### src/rtl/key_emu_pkg.sv
// Shared types and constants for the key bounce emulator.
// Optional macro: KEY_EMU_BOUNCE_EN (LFSR-driven contact bounce).
package key_emu_pkg;

  typedef enum logic [1:0] {
    IDLE,
    MAKE_BOUNCE,
    HOLD,
    BREAK_BOUNCE
  } state_e;

  localparam logic [15:0] LFSR_SEED = 16'hACE1;
  // Taps 16,14,13,11 seen from the right-shifting end: bits 0,2,3,5.
  localparam logic [15:0] LFSR_TAPS = 16'h002D;

  function automatic logic [15:0] lfsr_step(input logic [15:0] s);
    return {^(s & LFSR_TAPS), s[15:1]};
  endfunction

endpackage

### src/rtl/lfsr16.sv
// 16-bit Fibonacci LFSR, advanced one step per enabled clock.
// Used by key_bounce_emulator when KEY_EMU_BOUNCE_EN is defined.
module lfsr16
  import key_emu_pkg::*;
(
  input  logic        clk_i,
  input  logic        rst_ni,
  input  logic        en_i,
  output logic [15:0] state_o
);

  logic [15:0] state_q;
  logic [15:0] state_d;

  always_comb begin
    state_d = state_q;
    if (en_i) state_d = lfsr_step(state_q);
  end

  always_ff @(posedge clk_i or negedge rst_ni) begin
    if (!rst_ni) state_q <= LFSR_SEED;
    else         state_q <= state_d;
  end

  assign state_o = state_q;

endmodule

### src/rtl/key_bounce_emulator.sv
// Emulates bouncy key presses on a pad bus (make / hold / break).
// Optional macro: KEY_EMU_BOUNCE_EN; undefined gives clean edges.
module key_bounce_emulator #(
  parameter int   KEY_NUM    = 2,
  parameter int   BOUNCE_CYC = 250000,
  parameter int   HOLD_CYC   = 500000,
  parameter int   TOGGLE_DIV = 1000,
  parameter logic ACTIVE_LVL = 1'b1
) (
  input  logic               Sys_CLK,
  input  logic               Sys_RST_N,
  input  logic               Press_Req,
  input  logic [KEY_NUM-1:0] Key_Sel,
  output logic               Busy,
  output logic               Done,
  output logic [KEY_NUM-1:0] Key_Pad
);
  import key_emu_pkg::*;

  localparam int PH_MAX = (BOUNCE_CYC > HOLD_CYC) ? BOUNCE_CYC
                                                  : HOLD_CYC;
  localparam int PH_W = (PH_MAX > 1) ? $clog2(PH_MAX) : 1;
  localparam int TK_W = (TOGGLE_DIV > 1) ? $clog2(TOGGLE_DIV) : 1;

  localparam logic [KEY_NUM-1:0] IDLE_PAD = {KEY_NUM{~ACTIVE_LVL}};

  state_e             state_q, state_d;
  logic [PH_W-1:0]    phase_q, phase_d;
  logic [TK_W-1:0]    tick_q,  tick_d;
  logic [KEY_NUM-1:0] sel_q,   sel_d;
  logic               busy_q,  busy_d;
  logic               done_q,  done_d;
  logic [KEY_NUM-1:0] pad_q,   pad_d;
  logic               tick_wrap;
  logic               lvl;

  assign tick_wrap = (tick_q == TK_W'(TOGGLE_DIV - 1));

`ifdef KEY_EMU_BOUNCE_EN
  logic        lfsr_en;
  logic [15:0] lfsr_q;
  logic [15:0] lfsr_nx;

  assign lfsr_en = ((state_q == MAKE_BOUNCE) ||
                    (state_q == BREAK_BOUNCE)) && tick_wrap;

  lfsr16 u_lfsr (
    .clk_i   (Sys_CLK),
    .rst_ni  (Sys_RST_N),
    .en_i    (lfsr_en),
    .state_o (lfsr_q)
  );

  // Pad is registered, so look one step ahead to stay in phase.
  assign lfsr_nx = lfsr_en ? lfsr_step(lfsr_q) : lfsr_q;
`endif

  always_comb begin
    state_d = state_q;
    phase_d = phase_q + PH_W'(1);
    tick_d  = tick_wrap ? '0 : tick_q + TK_W'(1);
    sel_d   = sel_q;
    busy_d  = busy_q;
    done_d  = 1'b0;
    unique case (state_q)
      IDLE: begin
        phase_d = '0;
        tick_d  = '0;
        busy_d  = 1'b0;
        if (Press_Req && (|Key_Sel)) begin
          sel_d   = Key_Sel;
          state_d = MAKE_BOUNCE;
          busy_d  = 1'b1;
        end
      end
      MAKE_BOUNCE: begin
        if (phase_q == PH_W'(BOUNCE_CYC - 1)) begin
          state_d = HOLD;
          phase_d = '0;
          tick_d  = '0;
        end
      end
      HOLD: begin
        tick_d = '0;
        if (phase_q == PH_W'(HOLD_CYC - 1)) begin
          state_d = BREAK_BOUNCE;
          phase_d = '0;
        end
      end
      BREAK_BOUNCE: begin
        if (phase_q == PH_W'(BOUNCE_CYC - 1)) begin
          state_d = IDLE;
          phase_d = '0;
          tick_d  = '0;
          busy_d  = 1'b0;
          done_d  = 1'b1;
        end
      end
      default: state_d = IDLE;
    endcase
  end

  always_comb begin
    lvl = ~ACTIVE_LVL;
    case (state_d)
`ifdef KEY_EMU_BOUNCE_EN
      MAKE_BOUNCE,
      BREAK_BOUNCE: lvl = lfsr_nx[0] ? ACTIVE_LVL : ~ACTIVE_LVL;
      HOLD:         lvl = ACTIVE_LVL;
`else
      MAKE_BOUNCE,
      HOLD:         lvl = ACTIVE_LVL;
`endif
      default:      lvl = ~ACTIVE_LVL;
    endcase
    pad_d = (sel_d & {KEY_NUM{lvl}}) | (~sel_d & IDLE_PAD);
  end

  always_ff @(posedge Sys_CLK or negedge Sys_RST_N) begin
    if (!Sys_RST_N) begin
      state_q <= IDLE;
      phase_q <= '0;
      tick_q  <= '0;
      sel_q   <= '0;
      busy_q  <= 1'b0;
      done_q  <= 1'b0;
      pad_q   <= IDLE_PAD;
    end else begin
      state_q <= state_d;
      phase_q <= phase_d;
      tick_q  <= tick_d;
      sel_q   <= sel_d;
      busy_q  <= busy_d;
      done_q  <= done_d;
      pad_q   <= pad_d;
    end
  end

  assign Busy    = busy_q;
  assign Done    = done_q;
  assign Key_Pad = pad_q;

endmodule

### config.mk
export PLATFORM = sky130hd
export DESIGN_NAME = key_bounce_emulator
export DESIGN_NICKNAME = d
export VERILOG_FILES = /design/src/rtl/key_emu_pkg.sv /design/src/rtl/lfsr16.sv /design/src/rtl/key_bounce_emulator.sv
export SDC_FILE = /design/constraint.sdc
export NUM_CORES = 1
export LEC_CHECK = 0
export ABC_AREA = 1
export BUFFER_PORTS_ARGS = -buffer_cell sky130_fd_sc_hd__buf_2
export CAP_MARGIN = 20
export CORE_UTILIZATION = 56
export CTS_CLUSTER_SIZE = 25
export DETAILED_ROUTE_END_ITERATION = 10
export PLACE_DENSITY = 0.83
export SYNTH_ARGS = -nofsm -noshare
export SYNTH_HDL_FRONTEND = slang
export SYNTH_SLANG_ARGS = --single-unit
### constraint.sdc
create_clock -name Sys_CLK -period 1.74 [get_ports Sys_CLK]
set_clock_uncertainty 0.15 [all_clocks]
set_input_delay 0.174 -clock Sys_CLK [delete_from_list [all_inputs] [get_ports Sys_CLK]]
set_output_delay 0.174 -clock Sys_CLK [all_outputs]
set_load 0.01 [all_outputs]
==> reports/metrics.csv, run 1 <==
metric,value,unit
io_pins,9,
numPortBuffers,8,
async_flop_share,1.00,
syn-num-nets,204,
track_usage,0.275,
status,completed,
numCtsBuffers,3,
synth_common_cells,"nand2_1 (39), nor2_1 (34), inv_1 (30), dfrtp_1 (27)",
min_from,Press_Req,
fin_hold_ws,0.130,ns
first_iter_violations,75,
gp_congestion,0.938,
drc,0,
clockBufferDepth,2,
use_met3,0.0345,
power.density,879,nW/um^2
final-hold-violation-count,0,
grt_setup_unrepaired,yes,
end_kind,flop,
clock-root-buffer,clkbuf_4,
ys.flop_type,dfrtp_1,
dp_hpwl,2460,um
ant_nets,0,
fill_cells,189,
crit_path_start,phase_q[0]$_DFF_PN0_,
grt_max_degree,28,
top_usage_layer,met2,
hold_class,input port to flop,
fin_crit_sh,0.984,
r2r-start,phase_q[0]$_DFF_PN0_,
power.leakage,0.871,nW
grt-ovfl-total,0,
slew_headroom,0.593,
final_max_slew_viol_count,0,
synth_edf_count,0,
die_x,53.5,um
fp.dieH,53.5,um
clk_pin_slew,0.14,ns
synth_area_leaders,"dfrtp_1 (45%), nand2_1 (9.8%), nor2_1 (8.6%)",
syn_area,1490,um^2
antenna-diode-count,0,
insertion_delay,0.32,ns
yosysTopAreaCell,dfrtp_1,
setup_viol,0,
critPathKind,flop to flop,
start_util,0.595,
groute.layer.met2.usage,0.458,
worstPathMaxFanout,4,
final_nets,225,
grt_pass1_wl,5600,um
synth-seq-area-share,0.455,
firstDrtPassIters,5,
drive_above_1_share,0.216,
synth_top_area_frac,0.455,
cts_tree,built,
critPathLaunchType,flop,
die-area,2860,um^2
fin_crit,1.71,ns
avgSynthCellArea,7.51,um^2
cp_data_required_time,1.84,ns
use_met1,0.348,
synth_cell_types,23,
total_power,1.53,mW
num_vias,1382,
peakVddDrop,0.000620,V
worstMarginPinSlew,0.610,ns
rows,18,
drv_cap,0,
critical_path_arrival,1.82,ns
grt_pass1_vias,1320,
core_area,2500,um^2
routed_wl,3410,um
fmax,584,MHz
htree_levels,1,
ys_seq_elements,27,
syn_inst,198,
ys_warn_count,0,
syn_to_final_growth,17.5,%
antenna_found_initial,0,
wl_per_cell,13.8,um
routed_via_density,5.57,
synth_most_common_cell,nand2_1,
cts.sinks,27,
-- worst max-delay path: stages, from the launching register on --
cell and delay (ns):
dfrtp_1 0.43, ha_4 0.18, nand2_4 0.06, nor2_4 0.14, nand3_4 0.12, nor2_4 0.15
nand2_4 0.08, nor2_4 0.14, o21ai_1 0.07, a21oi_1 0.13
-- what timing repair did --
item	4_1_cts	5_1_grt
setup buffers	1	3
hold endpoints to repair	29	0
hold buffers	3	0
setup endpoints to repair	14	21
resized for setup	2	20
pin swaps	0	6
-- cell type report --
| cell class | instances | area [um^2] | area share |
|---|---|---|---|
| clock buffer | 4 | 26.3 | 0.0150 |
| inverter | 34 | 130 | 0.0745 |
| multi-input combinational | 135 | 751 | 0.430 |
| sequential | 27 | 679 | 0.389 |
| tap | 30 | 37.5 | 0.0215 |
| timing repair buffer | 18 | 123 | 0.0702 |
-- placed cells by master (no fill, tap or decap) --
| master | synthesis | final |
|---|---|---|
| dlygate4sd3_1 | 0 | 3 |
| nand4_1 | 5 | 5 |
| inv_1 | 30 | 30 |
| o21ai_1 | 1 | 1 |
| nand3_4 | 0 | 1 |
| nor3_1 | 6 | 5 |
| dfrtp_2 | 0 | 3 |
| nor3_2 | 4 | 5 |
| buf_4 | 0 | 7 |
| xor2_1 | 4 | 4 |
| nand4_2 | 1 | 1 |
| ha_4 | 0 | 1 |
| nand2_2 | 2 | 2 |
| o21ai_0 | 11 | 11 |
| nand2_4 | 0 | 3 |
| nand3_2 | 1 | 2 |
| nand2_1 | 39 | 36 |
| nor2_4 | 1 | 4 |
| dfrtp_1 | 27 | 24 |
| clkbuf_4 | 0 | 3 |
| nor3b_2 | 0 | 1 |
| buf_2 | 0 | 8 |
| nand3_1 | 11 | 9 |
| a21oi_1 | 8 | 8 |
| xnor2_1 | 2 | 2 |
| inv_4 | 0 | 1 |
| nor2_1 | 34 | 32 |
| inv_2 | 4 | 3 |
| clkbuf_1 | 1 | 1 |
| nor2_2 | 3 | 2 |
-- where the power goes --
part	leakage [nW]	internal (mW)	switching [mW]	total, mW
logic	0.518	0.172	0.227	0.399
registers	0.338	0.732	0.140	0.872
clock network	0.0150	0.0897	0.174	0.264
total	0.871	0.994	0.541	1.53
-- kinds of logic after synthesis --
logic type	count (synthesis)	synth area share
compound gates	20	0.0673
fa+ha+maj	1	0.00842
buf+inv	36	0.0960
flops	27	0.455
xor+xnor	6	0.0354
simple gates	108	0.338
-- worst paths after layout --
path	endpoint	slack [ns]	cells after the start
max	phase_q[16]$_DFF_PN0_	0.03	9
min	state_q[0]$_DFF_PN0_	0.13	5
max reg2reg	phase_q[16]$_DFF_PN0_	0.03	9
min reg2reg	phase_q[0]$_DFF_PN0_	0.37	1
max in group asynchronous	phase_q[8]$_DFF_PN0_	0.77	2
min in group asynchronous	phase_q[3]$_DFF_PN0_	0.23	2
-- stage by stage --
stage | setup TNS [ns] | worst slack [ns] | cells | cell area, um^2 | util
floorplan | 0 | 0.158 | 198 | 1490 | -
global placement | 0 | 0.0352 | 237 | 1570 | 0.629
detailed placement | -0.449 | -0.0523 | 237 | 1570 | 0.629
CTS | 0 | 0.00441 | 245 | 1640 | 0.657
global route | -0.739 | -0.0770 | 248 | 1750 | 0.699
finish | 0 | 0.0279 | 248 | 1750 | 0.699
-- sequential cells by signal, summed over array words and instances (netlist names) --
register,cells
sel_q,2
Busy,1
state_q,2
Key_Pad,2
Done,1
phase_q,19
-- routing by layer --
metal,wire [um],vias up
met2,1770,61
met4,42,0
met1,1370,653
met3,219,7
met5,0,-
li1,-,661
(Power assumes the default switching activity.)
==> inputs of run 2 (changes only) <==
CORE_UTILIZATION = 25   (was 56)
PLACE_DENSITY = 0.49   (was 0.83)
==> run 2 against run 1 <==
Register-to-register slack gained 0.04 ns. Clock power grew 45%. Hold slack lost 0.11 ns. Sequential power shrank 4.2%. Worst setup slack gained 0.045 ns. First-iteration DRC count shrank 11%. Cell area grew 4.0%. Die area grew 120%. Count of clock-buffer cells in the layout shrank 1. Critical path depth grew 1.
==> reports/metrics.csv, run 2 (synthesized netlist as in run 1, its figures left out) <==
metric,value,unit,change
status,completed,,unchanged
wl_per_cell,11.3,um,was 13.8 um
antenna-diode-count,0,,unchanged
die_x,79.1,um,was 53.5 um
final_common_cell,nand2_1,,unchanged
crit_slowest_cell,dfrtp_1,,unchanged
routed_wl,3330,um,was 3410 um
slew_headroom,0.591,,was 0.593
cp_cell_sequence,"ha_2, nand2_2, nor2_4, nand3_4, nor2_4, nand2_4, nor2_4, nand3_2, nand2_1, nor2_1",,"was ha_4, nand2_4, nor2_4, nand3_4, nor2_4, nand2_4, nor2_4, o21ai_1, a21oi_1"
track_usage,0.117,,was 0.275
critical_path_arrival,1.70,ns,was 1.82 ns
design_area,1820,um^2,was 1750 um^2
gp_congestion,0.777,,was 0.938
ant_nets,0,,unchanged
routed_via_density,4.35,,was 5.57
syn_to_final_growth,22.2,%,was 17.5%
numCtsBuffers,3,,unchanged
io_pins,9,,unchanged
cp_data_required_time,1.77,ns,was 1.84 ns
start_util,0.265,,was 0.595
largest_register_ffs,19,,unchanged
cts.sinks,27,,unchanged
clock-root-buffer,clkbuf_8,,was clkbuf_4
rows,27,,was 18
first_iter_violations,67,,was 75
setup_viol,0,,unchanged
fin_crit,1.67,ns,was 1.71 ns
peakVddDrop,0.000395,V,was 0.000620 V
final_max_slew_viol_count,0,,unchanged
critPathKind,flop to flop,,unchanged
grt_setup_unrepaired,yes,,unchanged
final_cells,294,,was 248
core_area,5610,um^2,was 2500 um^2
drv_cap,0,,unchanged
grt_pass1_wl,5750,um,was 5600 um
rrSetupSlack,0.07,ns,was 0.03 ns
die-area,6260,um^2,was 2860 um^2
end_kind,flop,,unchanged
finalWorstSetupSlack,0.0729,ns,was 0.0279 ns
final-hold-violation-count,0,,unchanged
clockBufferDepth,2,,unchanged
regMostFlops,phase_q,,unchanged
pre_cts_ws,-0.0147,ns,was -0.0523 ns
power.leakage,0.897,nW,was 0.871 nW
antenna_found_initial,0,,unchanged
placed_cells,285,,was 237
crit_path_start,phase_q[0]$_DFF_PN0_,,unchanged
hold_class,input port to flop,,unchanged
mostFrequentLayoutCells,"nand2_1 (38), nor2_1 (32), inv_1 (30)",,"was nand2_1 (36), nor2_1 (32), inv_1 (30)"
insertion_delay,0.28,ns,was 0.32 ns
power.density,899,nW/um^2,was 879 nW/um^2
min_from,Key_Sel[0],,was Press_Req
critPathMaxStageDelay,0.37,ns,was 0.43 ns
num_vias,1279,,was 1382
critPathLaunchType,flop,,unchanged
crit_top_cell,nor2_4,,unchanged
clk_pin_slew,0.10,ns,was 0.14 ns
drive_above_1_share,0.221,,was 0.216
postPlaceCellArea,1670,um^2,was 1570 um^2
dp_hpwl,2430,um,was 2460 um
firstDrtPassIters,4,,was 5
grt_max_degree,28,,unchanged
grt-ovfl-total,0,,unchanged
worstMarginPinSlew,0.613,ns,was 0.610 ns
cts_tree,built,,unchanged
fp.dieH,79.1,um,was 53.5 um
fin_crit_sh,0.958,,was 0.984
drc,0,,unchanged
r2r-start,phase_q[0]$_DFF_PN0_,,unchanged
final_nets,229,,was 225
worstPathMaxFanout,4,,unchanged
htree_levels,1,,unchanged
fmax,600,MHz,was 584 MHz
grt_pass1_vias,1275,,was 1320
numPortBuffers,8,,unchanged
-- run 2: cell count changes in the layout (fill, tap and decap cells not counted), sizes merged --
cell / previous run / this run
buf: 15 / 21
clkbuf: 4 / 3
clkinv: 0 / 1
dlygate4sd3: 3 / 1
-- run 2: report_power, final --
| group | switching (mW) | internal (mW) | total (mW) | leakage, nW |
|---|---|---|---|---|
| logic | 0.231 | 0.185 | 0.415 | 0.530 |
| clock network | 0.222 | 0.161 | 0.384 | 0.0255 |
| registers | 0.105 | 0.730 | 0.835 | 0.341 |
| total | 0.558 | 1.08 | 1.63 | 0.897 |
-- run 2: through the flow --
step                 util  hold slack (ns)  setup TNS, ns  power [mW]
finish              0.324           0.0169              0        1.63
detailed placement  0.298           0.0831        -0.0463        1.20
CTS                 0.308           0.0203              0        1.59
global route        0.324           0.0389         -0.101        1.76
global placement    0.298           0.0807              0        1.20
floorplan               -           -0.272              0        1.07
-- run 2: worst paths after layout --
kind,endpoint,cells after the start
setup / recovery,phase_q[18]$_DFF_PN0_,10
hold / removal,sel_q[0]$_DFF_PN0_,3
setup reg to reg,phase_q[18]$_DFF_PN0_,10
hold reg to reg,phase_q[0]$_DFF_PN0_,2
max in group asynchronous,phase_q[5]$_DFF_PN0_,2
min in group asynchronous,phase_q[3]$_DFF_PN0_,2
-- run 2: area by class of cell --
| class | instances | area, um^2 |
|---|---|---|
| Sequential cell | 27 | 677 |
| Fill cell | 617 | 3790 |
| Clock buffer | 3 | 41.3 |
| Multi-Input combinational cell | 135 | 721 |
| Timing Repair Buffer | 22 | 148 |
| Tap cell | 72 | 90.1 |
| Inverter | 34 | 135 |
| Clock inverter | 1 | 5.00 |
-- run 2: routing by layer --
metal	track usage	wire (um)
met1	0.162	1600
met2	0.184	1520
met5	0	0
met3	0.0276	163
met4	0.0291	48
-- run 2: what timing repair did --
item                                    CTS  global route
pin swaps                                 0             7
cloned                                    0             0
resized for setup                         1            16
hold buffers                              1             0
endpoints found under the hold margin    27             0
buffers inserted                          0             4
endpoints found under the setup margin   11            21
-- run 2: worst max-delay path: cells and delay by family, from the launching register on --
family	cells	cell delay [ns]
and+or+nand+nor	9	0.83
DFF	1	0.37
adders and majority gates	1	0.21
==> inputs of run 3 (changes only) <==
CTS_BUF_LIST = sky130_fd_sc_hd__clkbuf_16   (was default)
==> run 3 against run 2 <==
Combinational power about the same. Core utilization grew 0.71 points. Count of clock-buffer cells in the layout did not move. Via count fell by 0.55%. Hold slack better by 0.025 ns. Sequential power about the same. Worst setup slack got worse by 0.0039 ns. Clock power increased by 41%. Power grew 9.9%.
==> reports/metrics.csv, run 3 (synthesized netlist as in run 1, its figures left out) <==
metric,value,unit,change
firstDrtPassIters,4,,unchanged
ant_nets,0,,unchanged
track_usage,0.120,,was 0.117
crit_top_cell,nor2_4,,unchanged
critical_path_arrival,1.68,ns,was 1.70 ns
cp_cell_sequence,"ha_2, nand2_2, nor2_4, nand3_4, nor2_4, nand2_4, nor2_4, nand3_1, nand2_1, nor2_1",,"was ha_2, nand2_2, nor2_4, nand3_4, nor2_4, nand2_4, nor2_4, nand3_2, nand2_1, nor2_1"
start_util,0.265,,unchanged
core_area,5610,um^2,unchanged
p_comb_frac,0.233,,was 0.254
regMostFlops,phase_q,,unchanged
gp_congestion,0.777,,unchanged
io_pins,9,,unchanged
p_seq_frac,0.465,,was 0.511
r2r-end,phase_q[18]$_DFF_PN0_,,unchanged
final.setup.tns,0,ns,unchanged
clockPowerShare,0.302,,was 0.235
p_int,1.23,mW,was 1.08 mW
fin_crit_sh,0.960,,was 0.958
fin_crit,1.67,ns,about the same
drc,0,,unchanged
antenna-diode-count,0,,unchanged
min_from,Key_Sel[0],,unchanged
hold_end,sel_q[0]$_DFF_PN0_,,unchanged
wl_per_cell,11.3,um,about the same
fmax,598,MHz,was 600 MHz
numCtsBuffers,3,,unchanged
fill_cells,608,,was 617
final_nets,229,,unchanged
switching_power,0.568,mW,was 0.558 mW
grt_setup_unrepaired,yes,,unchanged
htree_levels,1,,unchanged
final-hold-violation-count,0,,unchanged
clock-root-buffer,clkbuf_16,,was clkbuf_8
drive_above_1_share,0.225,,was 0.221
status,completed,,unchanged
final_max_slew_viol_count,0,,unchanged
hold_depth,3,,unchanged
critPathLaunchType,flop,,unchanged
cts.sinks,27,,unchanged
first_iter_violations,99,,was 67
total_power,1.80,mW,was 1.63 mW
grt_pass1_vias,1271,,was 1275
routed_wl,3330,um,about the same
peakVddDrop,0.000395,V,about the same
clk_pin_slew,0.07,ns,was 0.10 ns
crit_path_start,phase_q[0]$_DFF_PN0_,,unchanged
die-area,6260,um^2,unchanged
critPathMaxStageDelay,0.35,ns,was 0.37 ns
reg2regPathDepth,10,,unchanged
die_x,79.1,um,unchanged
power.density,967,nW/um^2,was 899 nW/um^2
syn_to_final_growth,24.9,%,was 22.2%
p_sw_frac,0.317,,was 0.341
mostFrequentLayoutCells,"nand2_1 (38), inv_1 (30), nor2_1 (30)",,"was nand2_1 (38), nor2_1 (32), inv_1 (30)"
cp_data_required_time,1.75,ns,was 1.77 ns
path_buf_inv,0,,unchanged
worstMarginPinSlew,0.621,ns,was 0.613 ns
grt-ovfl-total,0,,unchanged
num_vias,1272,,was 1279
dp_hpwl,2430,um,unchanged
grt_max_degree,28,,unchanged
power.leakage,0.928,nW,was 0.897 nW
clockBufferDepth,2,,unchanged
worstPathMaxFanout,4,,unchanged
fp.dieH,79.1,um,unchanged
cts_tree,built,,unchanged
critPathTopFamily,simple AND/OR/NAND/NOR gates,,unchanged
slew_headroom,0.586,,was 0.591
antenna_found_initial,0,,unchanged
rrSetupSlack,0.07,ns,about the same
drv_cap,0,,unchanged
insertion_delay,0.26,ns,was 0.28 ns
setup_viol,0,,unchanged
grt_pass1_wl,5790,um,was 5750 um
critPathKind,flop to flop,,unchanged
end_kind,flop,,unchanged
largest_register_ffs,19,,unchanged
rows,27,,unchanged
r2r-start,phase_q[0]$_DFF_PN0_,,unchanged
final_common_cell,nand2_1,,unchanged
hold_class,input port to flop,,unchanged
routed_via_density,4.33,,was 4.35
crit_slowest_cell,dfrtp_1,,unchanged
numPortBuffers,8,,unchanged
run 3: repair_timing:
item,4_1_cts,5_1_grt
hold buffers,1,0
pin swaps,0,7
gates resized for setup,1,18
endpoints found under the setup margin,8,21
hold endpoints to repair,27,0
buffers inserted,0,4
run 3: power groups by stage:
| stage | Sequential [mW] | Combinational [mW] | Clock, mW |
|---|---|---|---|
| finish | 0.836 | 0.418 | 0.542 |
| global route | 0.851 | 0.487 | 0.593 |
| CTS | 0.821 | 0.374 | 0.557 |
| detailed placement | 0.828 | 0.375 | 0 |
| global placement | 0.834 | 0.370 | 0 |
| floorplan | 0.829 | 0.242 | 0 |
run 3: metrics by stage:
stage	utilization	hold WS, ns	setup WS (ns)	std cells	instance area [um^2]
2_1_floorplan	-	-0.272	0.158	198	1490
3_3_place_gp	0.298	0.0807	0.0451	285	1670
3_5_place_dp	0.298	0.0831	-0.0147	285	1670
4_1_cts	0.314	0.0447	0.00793	290	1760
5_1_grt	0.331	0.0681	-0.0169	294	1860
6_report	0.331	0.0417	0.0689	294	1860
run 3: worst reg2reg max path, cell delays in order (launching register included):
cell,delay [ns]
dfrtp_1,0.35
ha_2,0.21
nand2_2,0.08
nor2_4,0.14
nand3_4,0.12
nor2_4,0.14
nand2_4,0.08
nor2_4,0.11
nand3_1,0.08
nand2_1,0.06
nor2_1,0.04
run 3: cell type report:
| type | count | area (um^2) | area share |
|---|---|---|---|
| Multi-Input combinational cell | 135 | 727 | 0.392 |
| Inverter | 34 | 135 | 0.0728 |
| Clock buffer | 3 | 75.1 | 0.0404 |
| Clock inverter | 1 | 5.00 | 0.00270 |
| Sequential cell | 27 | 677 | 0.365 |
| Tap cell | 72 | 90.1 | 0.0485 |
| Timing Repair Buffer | 22 | 148 | 0.0795 |
run 3: metal layers:
layer	vias to the layer above	wire, um	global-route usage
met5	-	0	0
met4	0	46	0.0400
met3	4	115	0.0310
met2	21	1510	0.185
met1	576	1660	0.162
li1	671	-	-
run 3: how the worst max path moves through the flow:
stage | end | slack, ns | cells after the start
floorplan | phase_q[11]$_DFF_PN0_ | 0.16 | 9
finish | phase_q[18]$_DFF_PN0_ | 0.07 | 10
global placement | phase_q[13]$_DFF_PN0_ | 0.05 | 8
CTS | phase_q[18]$_DFF_PN0_ | 0.008 | 10
global route | phase_q[18]$_DFF_PN0_ | -0.02 | 10
detailed placement | phase_q[2]$_DFF_PN0_ | -0.01 | 8
